[src/rtl/fifo_rd_streamer_if.sv]
// Valid/ready word stream between fifo_rd_streamer (master) and its consumer (slave).
interface fifo_rd_streamer_if #(
    parameter int FIFO_WIDTH = 16
);
    logic                  m_valid;
    logic                  m_ready;
    logic [FIFO_WIDTH-1:0] m_data;

    modport master (
        output m_valid,
        output m_data,
        input  m_ready
    );

    modport slave (
        input  m_valid,
        input  m_data,
        output m_ready
    );
endinterface

[src/rtl/fifo_rd_streamer.sv]
// Drains a registered-output FIFO into a valid/ready stream through a 3-entry skid buffer.
// Optional statistics counters are built only when STREAM_STATS_EN is defined.
module fifo_rd_streamer #(
    parameter int FIFO_WIDTH = 16,
    parameter int CNT_WIDTH  = 16
) (
    input  logic                  clk,
    input  logic                  rst_n,
    input  logic                  en,
    input  logic                  fifo_empty,
    input  logic                  fifo_underflow,
    input  logic [FIFO_WIDTH-1:0] fifo_data_out,
    output logic                  fifo_rd_en,
    fifo_rd_streamer_if.master    m,
    output logic                  busy,
    output logic                  err_underflow,
    output logic [CNT_WIDTH-1:0]  word_cnt,
    output logic [CNT_WIDTH-1:0]  stall_cnt
);

    typedef enum logic [1:0] {
        IDLE = 2'd0,
        RUN  = 2'd1,
        HALT = 2'd2
    } state_t;

    state_t                state;
    state_t                state_next;
    logic [FIFO_WIDTH-1:0] slot [3];
    logic [1:0]            head;
    logic [1:0]            tail;
    logic [1:0]            occ;
    logic                  inflight;
    logic                  rd_en;
    logic                  pop;
    logic                  capture;
    logic                  drained;

    function automatic logic [1:0] wrap_inc(input logic [1:0] p);
        return (p == 2'd2) ? 2'd0 : p + 2'd1;
    endfunction

    // Credit check counts the word already in flight, so the buffer can never overflow
    // and the read request never depends on m_ready.
    assign rd_en      = (state == RUN) && !fifo_empty
                        && (({1'b0, occ} + {2'b00, inflight}) < 3'd3);
    assign fifo_rd_en = rd_en;
    assign capture    = inflight;
    assign pop        = m.m_valid && m.m_ready;
    assign drained    = (occ == 2'd0) && !inflight;
    assign m.m_valid  = (occ != 2'd0);
    assign m.m_data   = slot[head];
    assign busy       = (state != IDLE);

    always_comb begin
        state_next = state;
        case (state)
            IDLE: begin
                if (en) state_next = RUN;
            end
            RUN: begin
                if (!en) state_next = drained ? IDLE : HALT;
            end
            HALT: begin
                if (en)           state_next = RUN;
                else if (drained) state_next = IDLE;
            end
            default: state_next = IDLE;
        endcase
    end

    always_ff @(posedge clk or negedge rst_n) begin
        if (!rst_n) begin
            state    <= IDLE;
            inflight <= 1'b0;
            head     <= '0;
            tail     <= '0;
            occ      <= '0;
            for (int unsigned i = 0; i < 3; i++) slot[i] <= '0;
        end else begin
            state    <= state_next;
            inflight <= rd_en;
            if (capture) begin
                slot[tail] <= fifo_data_out;
                tail       <= wrap_inc(tail);
            end
            if (pop) head <= wrap_inc(head);
            case ({capture, pop})
                2'b10:   occ <= occ + 2'd1;
                2'b01:   occ <= occ - 2'd1;
                default: occ <= occ;
            endcase
        end
    end

    // Underflow raised by some other reader of the same FIFO is not our error.
    always_ff @(posedge clk or negedge rst_n) begin
        if (!rst_n)                     err_underflow <= 1'b0;
        else if (fifo_underflow && rd_en) err_underflow <= 1'b1;
    end

`ifdef STREAM_STATS_EN
    localparam logic [CNT_WIDTH-1:0] CNT_ONE = CNT_WIDTH'(1);

    logic [CNT_WIDTH-1:0] words_q;
    logic [CNT_WIDTH-1:0] stalls_q;

    always_ff @(posedge clk or negedge rst_n) begin
        if (!rst_n) begin
            words_q  <= '0;
            stalls_q <= '0;
        end else begin
            if (pop && (words_q != '1))
                words_q <= words_q + CNT_ONE;
            if (m.m_valid && !m.m_ready && (stalls_q != '1))
                stalls_q <= stalls_q + CNT_ONE;
        end
    end

    assign word_cnt  = words_q;
    assign stall_cnt = stalls_q;
`else
    assign word_cnt  = '0;
    assign stall_cnt = '0;
`endif

endmodule
[src/flat_wrapper.sv]
// flat-port wrapper written by rule: the top's interface ports become plain ports
module fifo_rd_streamer_flat 
#(
    parameter int FIFO_WIDTH = 16,
    parameter int CNT_WIDTH  = 16
)
  (clk, rst_n, en, fifo_empty, fifo_underflow, fifo_data_out, fifo_rd_en, busy, err_underflow, word_cnt, stall_cnt, m_m_valid, m_m_data, m_m_ready);
  fifo_rd_streamer_if #(.FIFO_WIDTH(FIFO_WIDTH)) m_i ();
  input  logic clk;
  input  logic rst_n;
  input  logic en;
  input  logic fifo_empty;
  input  logic fifo_underflow;
  input  logic [FIFO_WIDTH-1:0] fifo_data_out;
  output logic fifo_rd_en;
  output logic busy;
  output logic err_underflow;
  output logic [CNT_WIDTH-1:0] word_cnt;
  output logic [CNT_WIDTH-1:0] stall_cnt;
  output wire logic [$bits(m_i.m_valid)-1:0] m_m_valid;
  output wire logic [$bits(m_i.m_data)-1:0] m_m_data;
  input wire logic [$bits(m_i.m_ready)-1:0] m_m_ready;
  assign m_m_valid = m_i.m_valid;
  assign m_m_data = m_i.m_data;
  assign m_i.m_ready = m_m_ready;
  fifo_rd_streamer #(.FIFO_WIDTH(FIFO_WIDTH), .CNT_WIDTH(CNT_WIDTH)) u_core (.clk(clk), .rst_n(rst_n), .en(en), .fifo_empty(fifo_empty), .fifo_underflow(fifo_underflow), .fifo_data_out(fifo_data_out), .fifo_rd_en(fifo_rd_en), .m(m_i), .busy(busy), .err_underflow(err_underflow), .word_cnt(word_cnt), .stall_cnt(stall_cnt));
endmodule
[config.mk]
export PLATFORM = sky130hd
export DESIGN_NAME = fifo_rd_streamer_flat
export DESIGN_NICKNAME = d
export VERILOG_FILES = /design/src/rtl/fifo_rd_streamer_if.sv /design/src/rtl/fifo_rd_streamer.sv /design/src/flat_wrapper.sv
export SDC_FILE = /design/constraint.sdc
export NUM_CORES = 1
export LEC_CHECK = 0
export BUFFER_PORTS_ARGS = -buffer_cell sky130_fd_sc_hd__buf_4
export CAP_MARGIN = 40
export CORE_MARGIN = 2
export CORE_UTILIZATION = 50
export DETAILED_ROUTE_END_ITERATION = 16
export PLACE_DENSITY_LB_ADDON = 0.3
export RECOVER_POWER = 50
export SYNTH_ARGS = -nofsm -noshare
export SYNTH_HDL_FRONTEND = slang
export SYNTH_SLANG_ARGS = --single-unit
export TNS_END_PERCENT = 5
[constraint.sdc]
create_clock -name clk -period 1.9 [get_ports clk]
set_input_delay 0.285 -clock clk [delete_from_list [all_inputs] [get_ports clk]]
set_output_delay 0.285 -clock clk [all_outputs]
set_load 0.01 [all_outputs]
; ---- Word-level counts from Yosys, hierarchy flattened
; Index checks and enable logic that the tools add are counted.
[word_totals]
ff_bits = 58
in_bits = 22
output_inout_bits = 52
word_cells = 58
[classes]
addsub = 5
magnitude_cmp = 4
n_eq_ne = 9
mux = 15
n_bitwise = 2
n_reduce_logical = 14
[ops]
columns = operator, count
row1 = $bwmux W48, 1
row2 = $mux W16, 3
row3 = $bmux W16 S2, 1
row4 = $demux W16 S2, 1
row5 = $mux W2, 7
row6 = $eq A2 B2 Y1 const B, 4
row7 = $add A2 B1 Y2 const B, 3
row8 = $ge A3 B3 Y1 const B, 2
row9 = $logic_and A1 B1 Y1, 6
row10 = $not A2 Y3, 2
row11 = $pmux W2 S3, 1
row12 = $reduce_bool A2 Y1, 3
row13 = $eq A2 B1 Y1 const B, 2
row14 = $logic_not A2 Y1, 2
row15 = $ne A2 B2 Y1 const B, 2
row16 = $pmux W2 S2, 1
row17 = $add A2 B1 Y3, 1
row18 = $lt A3 B1 Y1 const B, 1
row19 = $lt A3 B2 Y1 const B, 1
row20 = $ne A3 B2 Y1 const B, 1
row21 = $reduce_and A3 Y1, 1
row22 = $logic_not A1 Y1, 2
row23 = $sub A2 B1 Y2 const B, 1

; ---- Depth between registers and ports, before layout
; Gate-level depths: netlist of run 1.
[logic_depth]
ltp_word = 6
ltp_mapped = 6
mapped_depth_nobuf = 6

; ---- Least setup slack after synthesis of run 1
; OpenSTA, ideal clock, no wires.
[synth_path]
path_type = register -> output
start = register u_core.inflight (netlist: u_core.capture)
end = output fifo_rd_en
t_arrival_ns = 1.642
required_ns = 1.615
slack_ns = -0.027
stages_incl_launch_ff = 5
n_path_buf = 0
cell_sequence = dfrtp_1 -> ha_1 -> ha_1 -> or4b_2 -> a21oi_1
[synth_between]
elab_chain_cells = 3
[synth_lines]
columns = item, line_no
row1 = start: declaration, fifo_rd_streamer.sv:33  ; logic inflight;
row2 = start signal: assignment, fifo_rd_streamer.sv:82  ; inflight <= rd_en;
row3 = $add A2 B1 Y3, fifo_rd_streamer.sv:46  ; && (({1'b0, occ} + {2'b00, inflight}) < 3'd3);
row4 = $lt A3 B2 Y1, fifo_rd_streamer.sv:46
row5 = $logic_and A1 B1 Y1, fifo_rd_streamer.sv:46
row6 = end: declaration, flat_wrapper.sv:15  ; output logic fifo_rd_en;
; No other way between the ends.

; ---- Worst setup path after layout of run 1
; Ends and elaborated chain as after synthesis.

==> summary.md, run 1 <==
| Metric | Value |
|---|---|
| Compound-cell area share of the yosys netlist | `4.14%` |
| Final setup viols | `3` |
| Peak VDD IR | `0.874 mV` |
| Fin Clk Skew | `0.00606 ns` |
| Simple-gate share of the synthesized area | `5.20%` |
| Gpl congestion | `0.766` |
| Synth Area in XOR/XNOR | `0.925%` |
| Cts hold-fix bufs | `0` |
| Top cell type's share of synthesized area | `51.1%` |
| Post-synthesis register bit count | `58` |
| Worst setup path class | `reg -> out` |
| Gr ovfl total | `0` |
| Largest area contributor in the netlist | `dfrtp_1` |
| Top cells by area, synth | `dfrtp_1 (51%), mux2_2 (15%), buf_4 (8.7%)` |
| Max-cap violations | `0` |
| Min-delay worst type | `in -> reg` |
| P&R area growth vs syn | `20.7%` |
| Initial core utilization | `51.6%` |
| Yosys cell types | `27` |
| CP max FO | `2` |
| RSZ-0062 raised after global routing | `yes` |
| DRT iter0 DRCs | `93` |
| First-pass GRT wire length | `8690 um` |
| R2R cell count | `11` |
| GRT Util Overall | `18.7%` |
| Root Driver | `clkbuf_8` |
| TritonCTS Buffers | `9` |
| Max_slew headroom | `5.48%` |
| Largest family of logic cells by synthesized area | `multiplexers` |
| Minimum clock period | `2.14 ns` |
| Vias per std cell | `4.88` |
| Multiplexer share of the synthesized area | `26.4%` |
| Dpl hpwl | `3480 um` |
| Critical path required time | `1.62 ns` |
| WL/cell | `14.2 um` |
| Avg Cell Area, Syn | `12.5 um2` |
| Hold Path Sink | `u_core.state[1]` |
| H-tree depth | `3` |
| Num rows | `27` |
| Worst R2R Start | `u_core.capture` |
| Post-route ant nets | `0` |
| Antenna Cells | `0` |
| Final #Nets | `313` |
| Largest net degree at the start of global routing | `59` |
| Die width | `79.4 um` |
| Core Util, Final | `62.3%` |
| Min-delay src | `en` |
| Status | `finished, violations left` |
| Synth Warn # | `0` |
| Vias in the first global route | `1772` |
| Final hold viol count | `0` |
| Pwr dens | `1690 mW/mm2` |
| WL final | `5170 um` |
| Worst flop-to-flop path endpoint | `u_core.err_underflow` |
| Final Non-Filler Cells | `365` |
| Failing checks | `negative setup slack` |
| Longest Clk Path Bufs | `2` |
| Cells after DPL | `344` |
| Final period utilization | `112%` |
| I/O pins | `74` |
| Max-slew violation count | `0` |
| Setup crit end kind | `output port` |
| Die footprint | `0.00630 mm2` |
| Clock Latency Late Sink | `0.33 ns` |
| Post-Synthesis Cells | `227` |
| Synthesized area | `0.00284 mm2` |
| Slew @ Worst Pin | `1.42 ns` |
| CTS tree | `built` |
| Setup crit start kind | `flip-flop` |
| CP Data Arrival Time | `1.85 ns` |
| Drt first pass iters | `4` |
| PnR worst setup slack | `-0.235 ns` |
| FMAX | `468 MHz` |
| Via count | `1780` |
| FILL cells | `460` |
| Initial antenna violation count | `0` |
| Die Span Y | `79.4 um` |
| Sequential area share after synthesis | `51.1%` |
| Clock sinks | `58` |
| Worst-path clk slew | `0.06 ns` |
| Leakage | `1.63 nW` |
| Share of layout cells above drive strength 1 | `44.4%` |
| DRC | `0` |
| Port bufs | `41` |
| Hold Crit Depth | `2` |
| Post-synthesis adder-cell area fraction | `1.32%` |
| Core area | `0.00551 mm2` |
| R2r setup slk | `-0.23 ns` |
flip-flops by register name, indices dropped and copies added (netlist names):
signal	count
u_core.occ	2
u_core.head	2
u_core.slot	48
u_core.tail	2
u_core.capture	1
u_core.state	2
u_core.err_underflow	1
cells in the mapped netlist, drive strengths merged:
library cell and instances:
a21o 3, a21oi 1, and2 1, buf 39
clkbuf 3, conb 1, dfrtp 58, ha 3
inv 3, mux2 49, mux2i 16, nand2 18
nand3 1, nor2 2, nor2b 1, nor3 3
o21ai 18, or2 2, or3 1, or4b 1
xnor2 2, xor2 1
placed cells by master, fill, tap and decap left out, types with 2 or more instances in the layout:
master,netlist,layout
buf_4,33,52
conb_1,1,32
clkinvlp_4,0,2
nand2_1,18,18
nor2_1,2,2
inv_1,2,2
xnor2_1,2,2
dfrtp_1,58,57
clkbuf_8,0,11
ha_2,0,2
nor3_1,2,2
a21o_1,3,3
mux2_4,10,10
mux2i_1,16,16
mux2_2,39,39
or2_2,2,2
buf_6,1,3
o21ai_0,18,18
clkbuf_1,3,6
worst max path at each step:
stage | start | end | cells after the start
2_1_floorplan | u_core.capture | fifo_rd_en | 4
3_3_place_gp | u_core.capture | fifo_rd_en | 5
3_5_place_dp | u_core.capture | fifo_rd_en | 5
4_1_cts | u_core.capture | fifo_rd_en | 5
5_1_grt | u_core.capture | fifo_rd_en | 5
6_report | u_core.capture | fifo_rd_en | 5
worst max-delay path: stages (launching register included):
cell and delay, ns:
dfrtp_1 0.39, ha_2 0.19, ha_2 0.17, or4b_4 0.50, a21oi_4 0.15, buf_6 0.12
power breakdown:
| part | switching [mW] | leakage, nW | internal (mW) |
|---|---|---|---|
| clock | 0.485 | 0.0986 | 0.675 |
| combinational | 1.04 | 0.847 | 1.39 |
| sequential | 0.348 | 0.685 | 1.84 |
| total | 1.87 | 1.63 | 3.91 |
through the flow:
step	TNS, ns	instance area, um2	total power [mW]	worst slack, ns	hold slack [ns]
4_1_cts	-0.423	3430	5.83	-0.227	0.0109
3_3_place_gp	0	3180	4.50	0.00793	0.394
3_5_place_dp	-0.0320	3180	4.60	-0.0320	0.386
5_1_grt	-0.810	3430	6.18	-0.309	0.0867
2_1_floorplan	0	2960	3.69	0.0404	-0.0106
6_report	-0.599	3430	5.78	-0.235	0.104
layer usage:
layer	share of wire, %	global-route usage, %	vias up
met3	6.5	7.69	11
met1	43	21.7	871
met2	49	30.7	64
met4	1.5	7.59	0
li1	-	-	834
met5	0	0	-
final cells by class:
cell class | instances | area (um2) | share of cell area, %
Timing Repair Buffer | 61 | 448 | 13.1
Tap cell | 72 | 90.1 | 2.63
Inverter | 3 | 11.3 | 0.328
Multi-Input combinational cell | 155 | 1220 | 35.6
Sequential cell | 58 | 1450 | 42.4
Clock inverter | 4 | 50.0 | 1.46
Clock buffer | 12 | 155 | 4.53
timing repair:
item	CTS	global route
setup buffers	5	0
resized for setup	4	5
setup endpoints to repair	11	10
kinds of logic after synthesis:
| logic type | after synthesis |
|---|---|
| flip-flops | 58 |
| XOR/XNOR | 3 |
| AO/OA/AOI/OAI | 22 |
| adder cells (fa/ha/maj) | 3 |
| other | 1 |
| AND/OR/NAND/NOR | 30 |
| buffers and inverters | 45 |
| multiplexers | 65 |
Note: power is estimated with default switching activity, not from simulation.
==> inputs of run 2 (changes only) <==
--- a/config.mk
+++ b/config.mk
@@ -8,10 +8,11 @@
 export BUFFER_PORTS_ARGS = -buffer_cell sky130_fd_sc_hd__buf_4
 export CAP_MARGIN = 40
 export CORE_MARGIN = 2
-export CORE_UTILIZATION = 50
+export CORE_UTILIZATION = 47
 export DETAILED_ROUTE_END_ITERATION = 16
 export PLACE_DENSITY_LB_ADDON = 0.3
 export RECOVER_POWER = 50
+export SETUP_SLACK_MARGIN = 0.3
 export SYNTH_ARGS = -nofsm -noshare
 export SYNTH_HDL_FRONTEND = slang
 export SYNTH_SLANG_ARGS = --single-unit
==> constraint.sdc (replaced) <==
create_clock -name clk -period 1.8 [get_ports clk]
set_input_delay 0.27 -clock clk [delete_from_list [all_inputs] [get_ports clk]]
set_output_delay 0.27 -clock clk [all_outputs]
set_load 0.01 [all_outputs]
==> summary.md, run 2 (synthesized netlist as in run 1, its figures left out) <==
| Metric | Value |
|---|---|
| Largest net degree at the start of global routing | `59 (unchanged)` |
| I/O pins | `74 (unchanged)` |
| FMAX | `486 MHz` |
| First-pass GRT wire length | `8080 um (was 8690 um)` |
| Gr ovfl total | `0 (unchanged)` |
| Final hold viol count | `0 (unchanged)` |
| Max-slew violation count | `0 (unchanged)` |
| Worst setup path class | `reg -> out (unchanged)` |
| Most frequent cells in the layout | `dfrtp_1 (57), buf_4 (47), mux2_2 (39), conb_1 (32) (was dfrtp_1 (57), buf_4 (52), mux2_2 (39), conb_1 (32))` |
| Largest register FFs | `48 (unchanged)` |
| Max_slew headroom | `5.75% (was 5.48%)` |
| Core area | `0.00589 mm2 (was 0.00551 mm2)` |
| Share of layout cells above drive strength 1 | `48.6% (was 44.4%)` |
| WL final | `5040 um (was 5170 um)` |
| WL/cell | `13.9 um (was 14.2 um)` |
| Slew @ Worst Pin | `1.41 ns (was 1.42 ns)` |
| Minimum clock period | `2.06 ns` |
| Clock sinks | `58 (unchanged)` |
| Fin Clk Skew | `0.00471 ns (was 0.00606 ns)` |
| Cts hold-fix bufs | `0 (unchanged)` |
| CP max FO | `2 (unchanged)` |
| Root Driver | `clkbuf_8 (unchanged)` |
| Vias in the first global route | `1640 (was 1772)` |
| Leakage | `1.65 nW (was 1.63 nW)` |
| Num rows | `28 (was 27)` |
| Drt first pass iters | `4 (unchanged)` |
| Register area | `0.00145 mm2 (unchanged)` |
| Setup crit end kind | `output port (unchanged)` |
| Dpl hpwl | `3290 um (was 3480 um)` |
| Status | `finished, violations left (unchanged)` |
| DRT iter0 DRCs | `97 (was 93)` |
| Hold Slack | `0.0986 ns (was 0.104 ns)` |
| Max-cap violations | `0 (unchanged)` |
| Longest Clk Path Bufs | `2 (unchanged)` |
| Final Non-Filler Cells | `363 (was 365)` |
| GRT Util Overall | `16.8% (was 18.7%)` |
| Multi-input logic area | `0.00127 mm2 (was 0.00122 mm2)` |
| Die width | `81.7 um (was 79.4 um)` |
| Setup crit start kind | `flip-flop (unchanged)` |
| CP Data Arrival Time | `1.79 ns (was 1.85 ns)` |
| Post-route ant nets | `0 (unchanged)` |
| Gpl congestion | `0.710 (was 0.766)` |
| Final setup viols | `1 (was 3)` |
| Die Span Y | `81.7 um (was 79.4 um)` |
| Reg with most FFs | `u_core.slot (unchanged)` |
| Die footprint | `0.00668 mm2 (was 0.00630 mm2)` |
| PnR worst setup slack | `-0.259 ns (was -0.235 ns)` |
| Port bufs | `41 (unchanged)` |
| Via count | `1755 (was 1780)` |
| CTS tree | `built (unchanged)` |
| Final period utilization | `114%` |
| Worst-path clk slew | `0.06 ns (about the same)` |
| Most common cell after layout, fill and taps aside | `dfrtp_1 (unchanged)` |
| DRC | `0 (unchanged)` |
| Failing checks | `negative setup slack (unchanged)` |
| RSZ-0062 raised after global routing | `yes (unchanged)` |
| FILL cells | `498 (was 460)` |
| H-tree depth | `3 (unchanged)` |
| P&R area growth vs syn | `22.0% (was 20.7%)` |
| Antenna Cells | `0 (unchanged)` |
| Pwr dens | `1780 mW/mm2 (was 1690 mW/mm2)` |
| Initial core utilization | `48.3% (was 51.6%)` |
| Peak VDD IR | `0.844 mV (was 0.874 mV)` |
| Critical path required time | `1.53 ns (was 1.62 ns)` |
| Min-delay worst type | `in -> reg (unchanged)` |
| Final #Nets | `308 (was 313)` |
| Vias per std cell | `4.83 (was 4.88)` |
| TritonCTS Buffers | `9 (unchanged)` |
| Initial antenna violation count | `0 (unchanged)` |
| Cells after DPL | `347 (was 344)` |
| Clock Latency Late Sink | `0.33 ns (about the same)` |
## run 2: changes by cell type in the layout (fill, tap and decap cells not counted), sizes merged
| cell | before | now |
|---|---|---|
| bufinv | 1 | 0 |
| clkinvlp | 2 | 0 |
| clkbuf | 18 | 16 |
| buf | 55 | 54 |
| clkinv | 1 | 2 |
## run 2: critical path: stages (launching register included)
cell and delay [ns]:
dfrtp_1 0.39, ha_2 0.17, ha_2 0.16, or4b_4 0.49, a21oi_4 0.14, buf_6 0.12
## run 2: path summary, 6_finish.rpt
check,from,to,slack [ns],cells past startpoint
worst max-delay path,u_core.occ[0],fifo_rd_en,-0.26,5
worst min-delay path,en,u_core.state[1],0.1,2
worst max register to register,u_core.capture,u_core.slot[16],0.15,4
worst min register to register,u_core.err_underflow,u_core.err_underflow,0.47,1
max in group asynchronous,rst_n,u_core.head[1],0.58,1
min in group asynchronous,rst_n,u_core.slot[8],0.27,1
## run 2: layout make-up
type,count,area share [%]
flip-flops and latches,58,41.9
multi-input cells,155,36.7
repair buffers,56,13.1
clock buffers,14,4.98
well taps,75,2.71
inverters,3,0.325
clock inverters,2,0.289
## run 2: metal layers
metal | share of wire [%] | vias to the layer above | global-route usage [%] | routed length (um)
li1 | - | 824 | - | -
met1 | 48 | 864 | 22.9 | 2390
met2 | 45 | 60 | 24.5 | 2290
met3 | 5.9 | 7 | 6.15 | 296
met4 | 1.2 | 0 | 6.50 | 60
met5 | 0 | - | 0 | 0
## run 2: metrics by stage
| stage | total power [mW] | cell area [um2] | setup slack, ns | setup TNS (ns) | utilization (%) |
|---|---|---|---|---|---|
| after floorplan | 3.92 | 2970 | 0.132 | 0 | - |
| after global placement | 4.80 | 3190 | 0.0626 | 0 | 54.3 |
| after detailed placement | 4.86 | 3190 | 0.0667 | 0 | 54.3 |
| after CTS | 6.16 | 3450 | -0.289 | -0.289 | 58.6 |
| after global routing | 6.60 | 3470 | -0.338 | -0.491 | 58.9 |
| final | 6.16 | 3470 | -0.259 | -0.259 | 58.9 |
## run 2: repair_timing
action / 4_1_cts / 5_1_grt
pin swaps: 18 / 6
cloned: 0 / 0
buffers inserted: 0 / 0
resized for setup: 37 / 8
setup endpoints to repair: 36 / 37
## run 2: power by group
part / total, mW / leakage [nW] / switching [mW] / internal [mW]
combinational: 2.73 / 0.867 / 1.15 / 1.57
sequential: 2.35 / 0.685 / 0.402 / 1.95
clock: 1.09 / 0.0965 / 0.477 / 0.609
total: 6.16 / 1.65 / 2.03 / 4.13
